File: src/rtl/riscboy_ppu_pmap_stream.sv
// Streaming palette mapper: forms palette indices from 8/4/2-bit pixels, reads a
// synchronous palette RAM, and buffers results in a credit-controlled output FIFO.
module riscboy_ppu_pmap_stream #(
  parameter int W_PIXDATA     = 16,
  parameter int W_PALETTE_IDX = 8,
  parameter int OUT_DEPTH     = 4
) (
  input  logic                     clk,
  input  logic                     rst_n,
  input  logic                     in_vld,
  output logic                     in_rdy,
  input  logic [W_PIXDATA-1:0]     in_data,
  input  logic [1:0]               in_mode,
  input  logic [W_PALETTE_IDX-1:0] in_pal_base,
  input  logic                     in_transp_en,
  input  logic [W_PALETTE_IDX-1:0] pram_waddr,
  input  logic [W_PIXDATA-1:0]     pram_wdata,
  input  logic                     pram_wen,
  output logic                     out_vld,
  input  logic                     out_rdy,
  output logic [W_PIXDATA-1:0]     out_data,
  output logic                     out_transp
);

  localparam int PDEPTH = 1 << W_PALETTE_IDX;
  localparam int PW     = (OUT_DEPTH > 1) ? $clog2(OUT_DEPTH) : 1;
  localparam int CW     = $clog2(OUT_DEPTH + 1) + 1;

  logic [W_PALETTE_IDX-1:0] mask_s, idx_s;
  logic                     accept_s, direct_s, transp_s, ren_s, hit_s;

  logic [W_PIXDATA-1:0]     pram_mem [PDEPTH];
  logic [W_PIXDATA-1:0]     pram_rdata_d, pram_rdata_q;

  logic                     p_vld_d, p_vld_q;
  logic                     p_direct_d, p_direct_q;
  logic                     p_transp_d, p_transp_q;
  logic                     p_hit_d, p_hit_q;
  logic [W_PIXDATA-1:0]     p_data_d, p_data_q;
  logic [W_PIXDATA-1:0]     p_wdata_d, p_wdata_q;

  logic [W_PIXDATA-1:0]     fifo_colour_q [OUT_DEPTH];
  logic                     fifo_transp_q [OUT_DEPTH];
  logic [PW-1:0]            wptr_d, wptr_q, rptr_d, rptr_q;
  logic [CW-1:0]            count_d, count_q;
  logic                     push_s, pop_s;
  logic [W_PIXDATA-1:0]     push_colour_s;

  // Index formation, transparency and palette-read request for the input pixel
  always_comb begin
    case (in_mode)
      2'd2:    mask_s = {{(W_PALETTE_IDX-4){1'b0}}, 4'hf};
      2'd3:    mask_s = {{(W_PALETTE_IDX-2){1'b0}}, 2'b11};
      default: mask_s = {W_PALETTE_IDX{1'b1}};
    endcase
    accept_s = in_vld && in_rdy;
    direct_s = (in_mode == 2'd0);
    idx_s    = (in_pal_base & ~mask_s) | (in_data[W_PALETTE_IDX-1:0] & mask_s);
    transp_s = in_transp_en && !direct_s &&
               ((in_data[W_PALETTE_IDX-1:0] & mask_s) == {W_PALETTE_IDX{1'b0}});
    ren_s    = accept_s && !direct_s;
    // A same-cycle write to the index being read must win over the stale RAM word
    hit_s    = ren_s && pram_wen && (pram_waddr == idx_s);
  end

  // Palette RAM write port
  always_ff @(posedge clk) begin
    if (pram_wen) begin
      pram_mem[pram_waddr] <= pram_wdata;
    end
  end

  // Stage P next state, FIFO push/pop and pointer/count updates
  always_comb begin
    pram_rdata_d = ren_s ? pram_mem[idx_s] : pram_rdata_q;
    p_vld_d      = accept_s;
    if (accept_s) begin
      p_direct_d = direct_s;
      p_transp_d = transp_s;
      p_hit_d    = hit_s;
      p_data_d   = in_data;
      p_wdata_d  = pram_wdata;
    end else begin
      p_direct_d = p_direct_q;
      p_transp_d = p_transp_q;
      p_hit_d    = p_hit_q;
      p_data_d   = p_data_q;
      p_wdata_d  = p_wdata_q;
    end

    push_s        = p_vld_q;
    pop_s         = out_vld && out_rdy;
    push_colour_s = p_direct_q ? p_data_q : (p_hit_q ? p_wdata_q : pram_rdata_q);

    if (push_s) begin
      wptr_d = (wptr_q == PW'(OUT_DEPTH - 1)) ? {PW{1'b0}} : wptr_q + PW'(1);
    end else begin
      wptr_d = wptr_q;
    end
    if (pop_s) begin
      rptr_d = (rptr_q == PW'(OUT_DEPTH - 1)) ? {PW{1'b0}} : rptr_q + PW'(1);
    end else begin
      rptr_d = rptr_q;
    end
    case ({push_s, pop_s})
      2'b10:   count_d = count_q + CW'(1);
      2'b01:   count_d = count_q - CW'(1);
      default: count_d = count_q;
    endcase
  end

  // Output handshake; in_rdy counts the pixel in stage P as a spent credit
  always_comb begin
    in_rdy     = (count_q + CW'(p_vld_q)) < CW'(OUT_DEPTH);
    out_vld    = (count_q != {CW{1'b0}});
    out_data   = fifo_colour_q[rptr_q];
    out_transp = out_vld && fifo_transp_q[rptr_q];
  end

  // Control and stage-P state registers
  always_ff @(posedge clk or negedge rst_n) begin
    if (!rst_n) begin
      pram_rdata_q <= {W_PIXDATA{1'b0}};
      p_vld_q      <= 1'b0;
      p_direct_q   <= 1'b0;
      p_transp_q   <= 1'b0;
      p_hit_q      <= 1'b0;
      p_data_q     <= {W_PIXDATA{1'b0}};
      p_wdata_q    <= {W_PIXDATA{1'b0}};
      wptr_q       <= {PW{1'b0}};
      rptr_q       <= {PW{1'b0}};
      count_q      <= {CW{1'b0}};
    end else begin
      pram_rdata_q <= pram_rdata_d;
      p_vld_q      <= p_vld_d;
      p_direct_q   <= p_direct_d;
      p_transp_q   <= p_transp_d;
      p_hit_q      <= p_hit_d;
      p_data_q     <= p_data_d;
      p_wdata_q    <= p_wdata_d;
      wptr_q       <= wptr_d;
      rptr_q       <= rptr_d;
      count_q      <= count_d;
    end
  end

  // FIFO storage; contents are only meaningful under the count
  always_ff @(posedge clk) begin
    if (push_s) begin
      fifo_colour_q[wptr_q] <= push_colour_s;
      fifo_transp_q[wptr_q] <= p_transp_q;
    end
  end

endmodule
File: config.mk
export PLATFORM = sky130hd
export DESIGN_NAME = riscboy_ppu_pmap_stream
export DESIGN_NICKNAME = d
export VERILOG_FILES = /design/src/rtl/riscboy_ppu_pmap_stream.sv
export SDC_FILE = /design/constraint.sdc
export NUM_CORES = 2
export LEC_CHECK = 0
export ABC_AREA = 1
export CORE_MARGIN = 1.5
export CORE_UTILIZATION = 63
export CTS_CLUSTER_DIAMETER = 30
export DETAILED_ROUTE_END_ITERATION = 8
export PLACE_DENSITY = 0.9
export SYNTH_ARGS = -nofsm -noshare
export SYNTH_HDL_FRONTEND = slang
export SYNTH_MEMORY_MAX_BITS = 65536
export SYNTH_SLANG_ARGS = --single-unit
File: constraint.sdc
create_clock -name clk -period 2.2 [get_ports clk]
set_input_delay 0.44 -clock clk [delete_from_list [all_inputs] [get_ports clk]]
set_output_delay 0.44 -clock clk [all_outputs]
set_load 0.01 [all_outputs]
==> results of run 1 <==
## synth_stat cells
cell type	instances	area [µm²]
a21oi_1	38	190
clkbuf_1	118	443
o21ai_2	1	8.76
inv_4	2	12.5
nand4_1	1	6.26
or2_2	1	6.26
buf_6	67	754
nand3_1	4088	20500
o31ai_1	2	15.0
ha_1	8	100
o22ai_1	19	119
nor2_1	342	1280
a41oi_1	1	8.76
o21ai_0	49	245
buf_2	585	2930
xnor2_1	3	26.3
o21a_1	2	15.0
buf_1	49	184
clkinv_1	3	11.3
inv_1	58	218
inv_2	4	15.0
dfrtp_1	60	1500
edfxtp_1	4164	125000
a2111oi_2	1	15.0
xor2_1	2	17.5
o211ai_1	2	15.0
nand2_1	4288	16100
nor3_1	4	20.0
and2_1	1	6.26
buf_4	142	1070
## what timing repair did
| action | in CTS |
|---|---|
| hold buffers | 18 |
| resized for setup | 339 |
| gates cloned | 10 |
| setup buffers | 32 |
| pin swaps | 35 |
| endpoints found under the setup margin | 48 |
| hold endpoints to repair | 377 |
## stage by stage
step	hold WS, ps	utilization, %
4_1_cts	30.3	77.5
2_1_floorplan	144	-
3_5_place_dp	466	69.2
3_3_place_gp	456	69.2
## layer usage
layer	global-route usage, %	overflow
met3	65.2	15
met4	65.0	34
met5	53.2	0
met2	79.2	34
met1	65.0	1
## logic make-up after synthesis
logic type	Yosys count
AND/OR/NAND/NOR	8725
flip-flops	4224
buffers and inverters	1028
AO/OA/AOI/OAI	115
adder cells (fa/ha/maj)	8
XOR/XNOR	5
==> qor.yml, run 1 <==
avgSynthCellArea_um2: 12.1
syn-cell-area_um2: 171000
status: "did not finish"
rows: 190
cts_made_buffers: 596
yosys.area_share.simple_pct: 22.2
yosysWarnings: 0
die_y_um: 524
io_pins: 75
cts-root-buf: "clkbuf_16"
syn_inst: 14105
grt.total_usage_pct: 68.9
ys_seq_area_share_pct: 74.1
port_buffers: 72
tool.error: "[ERROR GRT-0232] Routing congestion too high. Check the congestion heatmap in the GUI."
ctsHtreeMaxLevel: 6
cts.sinks: 4224
synth_top_family_by_area: "simple AND/OR/NAND/NOR gates"
overflow: 84
start_util_pct: 63.5
dp_hpwl_mm: 342
gp_congestion: 1.04
dp.cells: 18024
clock_path_buffers: 4
ys_ff_latch: 4224
yosys.area_share.adder_pct: 0.0586
synth-compound-area-share_pct: 0.370
synth_mux_area_share_pct: 0
stop_stage: "global routing"
grt_max_degree: 95
synth_nets: 14169
synth-xor-area-share_pct: 0.0256
die_w_um: 524
place_ws_ps: -1370
ys_types: 30
dpl_cell_area_um2: 186000
==> run 2: changes to the inputs <==
CORE_UTILIZATION = 40   (was 63)
CTS_CLUSTER_DIAMETER = unset   (was 30)
PLACE_DENSITY = unset   (was 0.9)
PLACE_DENSITY_LB_ADDON = 0.15   (was unset)
==> run 2 against run 1 <==
Effect of this change: synthesized cell count unchanged; the flow now finishes, with violations (hold timing, setup timing); synthesized area unchanged.
==> qor.yml, run 2 <==
cts_tree: "done"
power_leakage_nw: 73.4
finalHoldViolCount: 1
top_register: "pram_mem"
dp_hpwl_mm: 350  # was 342 mm
fp.coreArea_um2: 424000
slew_headroom_pct: 48.8
antenna_found_initial: 25
fin_hold_ws_ps: -6.05
die_area_um2: 431000
seq_power_share_pct: 49.5
startpoint_type: "flip-flop"
routed_via_density: 5.49
cp_data_required_time_ps: 1760
syn_inst: 14105  # unchanged
cp-startpoint: "rptr_q[0]$_DFFE_PN0N_"
grt_max_degree: 100
drt-pass1-iter-count: 6
die_y_um: 657  # was 524 µm
total_power_mw: 182
clk_latency_ps: 1020
cp_max_fo: 8
synthTopCellsByArea: "edfxtp_1 (73%), nand3_1 (12%), nand2_1 (9.4%), buf_2 (1.7%), dfrtp_1 (0.88%)"  # unchanged
cts.sinks: 4224  # unchanged
yosysWarnings: 0  # unchanged
yosys.area.top_type_share_pct: 73.2  # unchanged
rsz0062_at_grt: "true"
grt_pass1_vias: 107226
rows: 239  # was 190
hold_class: "input pin to flip-flop"
wire_per_inst_um: 26.8
status: "finished, violations left"  # was did not finish
ir_worst_vdd_mv: 0.755
start_util_pct: 40.3  # was 63.5%
clkTransAtPathRegs_ps: 60
criticalPathCategory: "flip-flop to primary output"
sw_frac_of_total_pct: 24.9
drc: 0
die_w_um: 657  # was 524 µm
violations: "hold timing, setup timing"
drt_iter0_markers: 13891
syn-cell-area_um2: 171000  # unchanged
cell_internal_pwr_mw: 137
vias: 115374
ys_seq_area_share_pct: 74.1  # unchanged
min-delay-start: "in_data[2]"
fin_worst_skew_ps: 69.6
areaGrowthSynthToFinish_pct: 20.8
place_ws_ps: -1580  # was -1370 ps
io_pins: 75  # unchanged
synth_common_cells: "nand2_1 (4288), edfxtp_1 (4164), nand3_1 (4088), buf_2 (585), nor2_1 (342)"  # unchanged
ys_types: 30  # unchanged
top_regs: "pram_mem: 4096 flops, fifo_colour_q: 64 flops"
synth_top_cell_by_area: "edfxtp_1"  # unchanged
cts_made_buffers: 448  # was 596
p_sw_mw: 45.5
fillers: 37136
grt.total_usage_pct: 25.4
combPwrFrac_pct: 10.5
cts-root-buf: "clkbuf_16"  # unchanged
power_frac_clock_pct: 40.0
async_reset_ff_share_pct: 1.42  # unchanged
ctsHtreeMaxLevel: 5  # was 6
ys_ff_latch: 4224  # unchanged
final_antenna_net_count: 0
ys.flop_type: "edfxtp_1"  # unchanged
timing.fmax_mhz: 378
synth_nets: 14169  # unchanged
port_buffers: 72  # unchanged
gp_congestion: 0.902  # was 1.04
drive_above_1_share_pct: 14.8
cp_data_arrival_time_ps: 2210
mostFrequentLayoutCell: "nand2_1"
slew_viol_final: 0
avgSynthCellArea_um2: 12.1  # unchanged
grt_pass1_wl_mm: 801
setup_viol: 21
clock_path_buffers: 4  # unchanged
end_kind: "primary output"
drv_cap: 0
overflow: 0
mostFrequentLayoutCells: "nand2_1 (4265), edfxtp_1 (4164), nand3_1 (3881)"
synth.most_common_cell: "nand2_1"  # unchanged
r2r-start: "pram_mem[184][12]$_DFFE_PP_"
timing.final.crit_share_pct: 120
period_needed_ps: 2650
largest_reg_flops: 4096
worst-slew-pin-transition_ps: 767
worst_slack_ps: -449
final_nets: 15044
power.density_nw_per_um2: 884
totalWireLength_mm: 564
synth_edf_count: 4164  # unchanged
==> run 2: cell counts after synthesis <==
No cell type changed its count.
==> run 2: kinds of logic after synthesis <==
group | count (synthesis) | synth area share, %
compound gates | 115 | 0.370
xor+xnor | 5 | 0.0256
fa+ha+maj | 8 | 0.0586
buf+inv | 1028 | 3.30
flops | 4224 | 74.1
simple gates | 8725 | 22.2
==> run 2: worst paths after layout <==
path	endpoint	slack, ps	cells after the start
min in group asynchronous	count_q[0]$_DFFE_PN0P_	550	4
max in group asynchronous	pram_rdata_q[14]$_DFFE_PN0P_	1250	4
setup / recovery	out_data[4]	-450	6
setup reg to reg	pram_rdata_q[12]$_DFFE_PN0P_	140	11
hold reg to reg	p_wdata_q[14]$_DFFE_PN0P_	470	2
hold / removal	p_transp_q$_DFFE_PN0P_	-6	5
==> run 2: per-layer routing <==
layer,track usage (%),wire length [µm],part of all wire (%)
met2,40.2,262000,47
met5,0,13,0.0023
met3,3.74,43800,7.8
met4,6.69,14900,2.6
met1,36.7,243000,43
==> run 2: power by group through the flow <==
stage | combinational, mW | sequential [mW] | clock [mW]
final | 19.2 | 90.3 | 73.0
after global routing | 20.4 | 90.2 | 76.9
after CTS | 18.5 | 90.2 | 74.0
after detailed placement | 17.4 | 91.9 | 0
after global placement | 17.3 | 91.9 | 0
after floorplan | 8.09 | 91.5 | 0
==> run 2: timing repair <==
action | CTS | global route
gates cloned | 14 | 8
endpoints found under the setup margin | 37 | 36
hold buffers | 26 | 1
endpoints found under the hold margin | 606 | 1
pin swaps | 16 | 30
resized for setup | 320 | 176
setup buffers | 28 | 11
==> run 2: layout make-up <==
| type | instances | area [µm²] | area share (%) |
|---|---|---|---|
| Antenna cell | 15 | 37.5 | 0.0182 |
| Clock buffer | 555 | 11800 | 5.71 |
| Clock inverter | 266 | 2150 | 1.04 |
| Inverter | 67 | 314 | 0.152 |
| Multi-Input combinational cell | 8853 | 40500 | 19.6 |
| Sequential cell | 4224 | 127000 | 61.3 |
| Tap cell | 5663 | 7090 | 3.43 |
| Timing Repair Buffer | 1386 | 18000 | 8.72 |
==> run 2: through the flow <==
stage | TNS [ps] | area, µm² | utilization [%] | std cells
2_1_floorplan | -8380 | 171000 | - | 14105
3_3_place_gp | -1486170 | 189000 | 44.6 | 20109
3_5_place_dp | -1494280 | 189000 | 44.6 | 20109
4_1_cts | -8650 | 205000 | 48.4 | 20996
5_1_grt | -8850 | 206000 | 48.6 | 21018
6_report | -7400 | 206000 | 48.6 | 21029
==> run 2: critical path: stages (launching register included) <==
cell	delay, ps
dfrtp_2	440
inv_2	100
buf_6	140
buf_12	140
nor2_2	40
o22ai_2	170
buf_2	170
No activity file was read; power rests on OpenSTA's default activity.
